File: src/rtl/jk_seq_pkg.sv
// Shared types and helpers for the JK sequence controller.
// Holds the FSM state enum, default sizes and the JK excitation helper.
package jk_seq_pkg;

  localparam int DEF_WIDTH = 3;
  localparam int DEF_DEPTH = 8;
  localparam int DEF_AW    = 3;

  typedef enum logic {
    IDLE,
    RUN
  } state_t;

  // Excitation that moves one flip-flop from q to t.
  // Only set or clear is ever requested; toggle never is.
  function automatic logic [1:0] jk_excite(
    input logic t,
    input logic q
  );
    return {t & ~q, ~t & q};
  endfunction

endpackage

File: src/rtl/jk_bank.sv
// Bank of falling-edge JK flip-flops with async active-low clear.
// 10 sets, 01 clears, 11 toggles, 00 holds.
import jk_seq_pkg::*;

module jk_bank #(
  parameter int WIDTH = DEF_WIDTH
) (
  input  logic             C,
  input  logic             nR,
  input  logic [WIDTH-1:0] J,
  input  logic [WIDTH-1:0] K,
  output logic [WIDTH-1:0] Q,
  output logic [WIDTH-1:0] nQ
);

  // Per-bit JK characteristic on the falling edge.
  always_ff @(negedge C or negedge nR) begin
    if (!nR) begin
      Q <= '0;
    end else begin
      for (int i = 0; i < WIDTH; i++) begin
        unique case ({J[i], K[i]})
          2'b10:   Q[i] <= 1'b1;
          2'b01:   Q[i] <= 1'b0;
          2'b11:   Q[i] <= ~Q[i];
          default: Q[i] <= Q[i];
        endcase
      end
    end
  end

  assign nQ = ~Q;

endmodule

File: src/rtl/jk_seq_controller.sv
// Programmable-sequence controller driving a JK flip-flop bank.
// Optional backward stepping via `define JK_SEQ_REVERSE_EN (adds dir).
import jk_seq_pkg::*;

module jk_seq_controller #(
  parameter int WIDTH = DEF_WIDTH,
  parameter int DEPTH = DEF_DEPTH,
  parameter int AW    = DEF_AW
) (
  input  logic             C,
  input  logic             nR,
  input  logic             wr_en,
  input  logic [AW-1:0]    wr_addr,
  input  logic [WIDTH-1:0] wr_data,
  input  logic [AW-1:0]    len,
  input  logic             start,
  input  logic             stop,
  input  logic             step_en,
`ifdef JK_SEQ_REVERSE_EN
  input  logic             dir,
`endif
  output logic             busy,
  output logic [AW-1:0]    idx,
  output logic [WIDTH-1:0] Q,
  output logic [WIDTH-1:0] J,
  output logic [WIDTH-1:0] K,
  output logic             wrap
);

  localparam logic [AW-1:0] LAST = AW'(DEPTH - 1);

  state_t           state;
  logic [WIDTH-1:0] tbl [DEPTH];
  logic [AW-1:0]    len_eff;
  logic [AW-1:0]    nxt;
  logic [WIDTH-1:0] target;
  logic [WIDTH-1:0] unused_nq;
  logic             rev;
  logic             start_go;
  logic             step_go;
  logic             at_wrap;
  logic             wr_ok;

`ifdef JK_SEQ_REVERSE_EN
  assign rev = dir;
`else
  assign rev = 1'b0;
`endif

  // Out-of-range lengths saturate to the last entry.
  assign len_eff = (32'(len) >= DEPTH) ? LAST : len;
  assign wr_ok   = 32'(wr_addr) < DEPTH;

  // Stop outranks both start and stepping.
  assign start_go = (state == IDLE) & start & ~stop;
  assign step_go  = (state == RUN) & step_en & ~stop;

  // Next pointer and wrap condition, compared live against len.
  always_comb begin
    at_wrap = 1'b0;
    nxt     = '0;
    if (rev) begin
      at_wrap = (idx == '0);
      nxt     = at_wrap ? len_eff : idx - 1'b1;
    end else begin
      at_wrap = (idx >= len_eff);
      nxt     = at_wrap ? '0 : idx + 1'b1;
    end
  end

  // Target state: table reads see pre-edge contents.
  always_comb begin
    target = Q;
    if (start_go)
      target = tbl[0];
    else if (step_go)
      target = tbl[nxt];
  end

  // Per-bit excitation toward target.
  always_comb begin
    J = '0;
    K = '0;
    for (int i = 0; i < WIDTH; i++)
      {J[i], K[i]} = jk_excite(target[i], Q[i]);
  end

  jk_bank #(
    .WIDTH (WIDTH)
  ) u_bank (
    .C  (C),
    .nR (nR),
    .J  (J),
    .K  (K),
    .Q  (Q),
    .nQ (unused_nq)
  );

  // Control FSM with registered busy, idx and wrap.
  always_ff @(negedge C or negedge nR) begin
    if (!nR) begin
      state <= IDLE;
      busy  <= 1'b0;
      idx   <= '0;
      wrap  <= 1'b0;
    end else begin
      wrap <= step_go & at_wrap;
      unique case (state)
        IDLE: begin
          if (start_go) begin
            state <= RUN;
            busy  <= 1'b1;
            idx   <= '0;
          end
        end
        RUN: begin
          if (stop) begin
            state <= IDLE;
            busy  <= 1'b0;
          end else if (step_en) begin
            idx <= nxt;
          end
        end
        default: begin
          state <= IDLE;
          busy  <= 1'b0;
        end
      endcase
    end
  end

  // Sequence table; cleared by reset, writable any time.
  always_ff @(negedge C or negedge nR) begin
    if (!nR) begin
      for (int i = 0; i < DEPTH; i++)
        tbl[i] <= '0;
    end else if (wr_en && wr_ok) begin
      tbl[wr_addr] <= wr_data;
    end
  end

endmodule

File: config.mk
export PLATFORM = sky130hd
export DESIGN_NAME = jk_seq_controller
export DESIGN_NICKNAME = d
export VERILOG_FILES = /design/src/rtl/jk_seq_pkg.sv /design/src/rtl/jk_bank.sv /design/src/rtl/jk_seq_controller.sv
export SDC_FILE = /design/constraint.sdc
export NUM_CORES = 1
export LEC_CHECK = 0
export ABC_AREA = 0
export ABC_CLOCK_PERIOD_IN_PS = 4250
export BUFFER_PORTS_ARGS = -buffer_cell sky130_fd_sc_hd__buf_2
export CORE_ASPECT_RATIO = 0.7
export CORE_MARGIN = 5
export CORE_UTILIZATION = 33
export CTS_CLUSTER_DIAMETER = 50
export CTS_CLUSTER_SIZE = 8
export DETAILED_ROUTE_END_ITERATION = 16
export HOLD_SLACK_MARGIN = 0.12
export PLACE_DENSITY = 0.51
export SLEW_MARGIN = 5
export SYNTH_ARGS = -nofsm -noshare
export SYNTH_HDL_FRONTEND = slang
export SYNTH_SLANG_ARGS = --single-unit
File: constraint.sdc
create_clock -name C -period 4.25 [get_ports C]
set_clock_uncertainty 0.1 [all_clocks]
set_input_delay 0.2125 -clock C [delete_from_list [all_inputs] [get_ports C]]
set_output_delay 0.2125 -clock C [all_outputs]
set_load 0.01 [all_outputs]
==> run_results.csv <==
group,metric,value,unit
global_route,grt_pass1_wl,7850,um
worst_setup_path,cp-start-kind,"flop",
clock_tree,cts_sinks,33,
sta,holdWs,354,ps
sta,setup_slack,-525,ps
synth,avgSynthCellArea,11.5,sq um
synth,ys_warn_count,0,
worst_setup_path,crit_chain,"ha_4, mux4_2, mux2i_1, nand3_1, a311o_1, ha_2, buf_6",
placement,hpwl,3640,um
clock_tree,root_buffer,"clkbuf_8",
global_route,grt_pass1_vias,1633,
floorplan,start_util,33.8,%
synth,synth_area_leader_cell,"dfrtn_1",
power,p_leak,1.18,nW
floorplan,ioPinCount,29,
drt,vias_per_cell,4.94,
drt,antenna_left,0,
synth,synth_top_area_share,43.1,%
global_route,grt_use_total,13.6,%
worst_setup_path,crit_fanout,3,
synth,synth.area.top_cells,"dfrtn_1 43%, mux2_2 14%, ha_1 4.6%, mux4_1 2.7%, mux2i_1 2.6%",
synth,synthesis.nets,189,
synth,yosysSeqAreaShare,43.1,%
global_route,antenna_found_initial,0,
layout,finalCoreUtilization,46.0,%
sta,drv_slew,0,
synth,synth_flop_cell,"dfrtn_1",
status,violations,"setup timing",
sta,rsz0062_at_grt,"true",
floorplan,rows,23,
hold_path,hold_class,"reg -> reg",
floorplan,die_area,7460,sq um
worst_setup_path,worstPathArrival,4460,ps
floorplan,die_h,73.8,um
status,status,"complete, but fails checks",
global_route,grt_max_degree,34,
sta,tightestPinTransition,756,ps
power,powerDensity,468,nW/um^2
placement,io_buffer_count,28,
synth,syn_area,1920,sq um
layout,design_area,2610,sq um
drt,drc_errors,0,
clock_tree,clk_latency,290,ps
layout,nets,258,
synth,synth_seq_cells,33,
synth,async_flop_share,100,%
flow_run,maxCapViolations,0,
synth,synth_cells,167,
sta,slew_headroom,49.6,%
drt,avgRoutedWirePerCell,15.5,um
synth,synth-edff-count,0,
clock_tree,cts_max_level,2,
worst_setup_path,endpoint_kind,"output pin",
clock_tree,cts_buffers,5,
sta,finalSetupViolCount,7,
clock_tree,clockBufferDepth,2,
worst_setup_path,crit_type,"reg -> out",
drt,vias,1537,
power,total_power,0.00122,W
layout,drive_above_1_share,50.8,%
floorplan,core,5670,sq um
drt,dr.pass1.iters,4,
drt,wirelength,4820,um
layout,antenna-diode-count,0,
sta,hold_viol,0,
synth,synth_cell_type_count,46,
floorplan,die_w,101,um
layout,layout_common_cells,"36 x buf_4, 33 x dfrtn_1, 26 x buf_2, 24 x mux2_2, 9 x nor2_1",
clock_tree,path_clk_slew,50,ps
placement,postPlaceCellArea,2390,sq um
clock_tree,postCtsHoldBufs,0,
worst_setup_path,critPathSlowestCell,"mux4_2",
worst_setup_path,crit_required,3940,ps
layout,final_common_cell,"buf_4",
global_route,grt-ovfl-total,0,
drt,drt_iter0_drc,53,
placement,gp_congestion,0.805,
worst_setup_path,max_stage_delay,520,ps
layout,areaGrowthSynthToFinish,35.9,%
clock_tree,cts_tree,"built",
power,ir_worst_vdd,0.153,mV
-- registers in the layout, indices dropped and copies added, names as in the netlist --
signal,cells
tbl,24
wrap,1
u_bank.Q,3
state,1
busy,1
idx,3
-- routing by layer --
layer	up-vias	global-route usage (%)	wire [um]
met4	0	4.42	33
li1	762	-	-
met2	33	21.1	2230
met1	735	18.2	2300
met3	7	4.17	259
met5	-	0	0
-- metrics by stage --
step	std cells	setup slack (ps)	TNS [ps]
2_1_floorplan	167	-252	-1210
3_3_place_gp	295	-301	-1820
3_5_place_dp	295	-363	-2060
4_1_cts	308	-531	-2810
5_1_grt	311	-609	-3570
6_report	311	-525	-2910
-- final timing paths --
| path | startpoint | to | slack [ps] | cells past startpoint |
|---|---|---|---|---|
| worst min register to register | tbl[16]$_DFFE_NN0P_ | tbl[16]$_DFFE_NN0P_ | 350 | 1 |
| min in group asynchronous | nR | busy$_DFFE_NN0P_ | 1890 | 1 |
| max in group asynchronous | nR | tbl[0]$_DFFE_NN0P_ | 1640 | 1 |
| worst max-delay path | idx[0]$_DFFE_NN0P_ | J[2] | -520 | 7 |
| worst max register to register | idx[0]$_DFFE_NN0P_ | u_bank.Q[1]$_DFFE_NN0P_ | 1590 | 13 |
| worst min-delay path | tbl[16]$_DFFE_NN0P_ | tbl[16]$_DFFE_NN0P_ | 350 | 1 |
-- final cells by class --
class / count / area (sq um)
multi-input combinational: 123 / 1120
clock inverter: 2 / 35.0
tap: 75 / 93.8
clock buffer: 5 / 68.8
timing repair buffer: 65 / 434
fill: 542 / 3060
inverter: 8 / 32.5
sequential: 33 / 826
-- synthesized netlist by cell type, types with 3 or more instances --
| cell | number |
|---|---|
| ha_1 | 7 |
| mux2_2 | 24 |
| nand2b_1 | 3 |
| nand3_1 | 4 |
| nand4b_1 | 4 |
| mux2i_1 | 5 |
| o21ai_0 | 8 |
| nor2_1 | 12 |
| inv_1 | 8 |
| dfrtn_1 | 33 |
| nor3b_1 | 3 |
| nand2_1 | 8 |
| a21oi_1 | 4 |
-- power breakdown --
part	switching, W	internal (W)	total, W
clock network	0.000119	0.000170	0.000289
logic	0.000232	0.000264	0.000496
registers	0.0000453	0.000389	0.000434
-- kinds of logic after synthesis --
logic type | share of synthesized area (%)
AO/OA/AOI/OAI | 13.9
multiplexers | 20.6
AND/OR/NAND/NOR | 14.2
buffers and inverters | 2.80
XOR/XNOR | 0.848
flip-flops | 43.1
adder cells (fa/ha/maj) | 4.57
-- timing repair --
action / CTS / global route
setup endpoints to repair: 7 / 9
pin swaps: 4 / 5
endpoints found under the hold margin: 0 / 0
setup buffers: 6 / 3
resized for setup: 6 / 5
-- critical path: cells and delay by family, from the launching register on --
kind                       cells  cell delay, ps
muxes                          2             710
and+or+nand+nor                1              90
AOI/OAI and AO/OA              1             280
buffers and inverters          1             110
adders and majority gates      2             470
DFF                            1             380
Power figures use the tool's default switching activity.
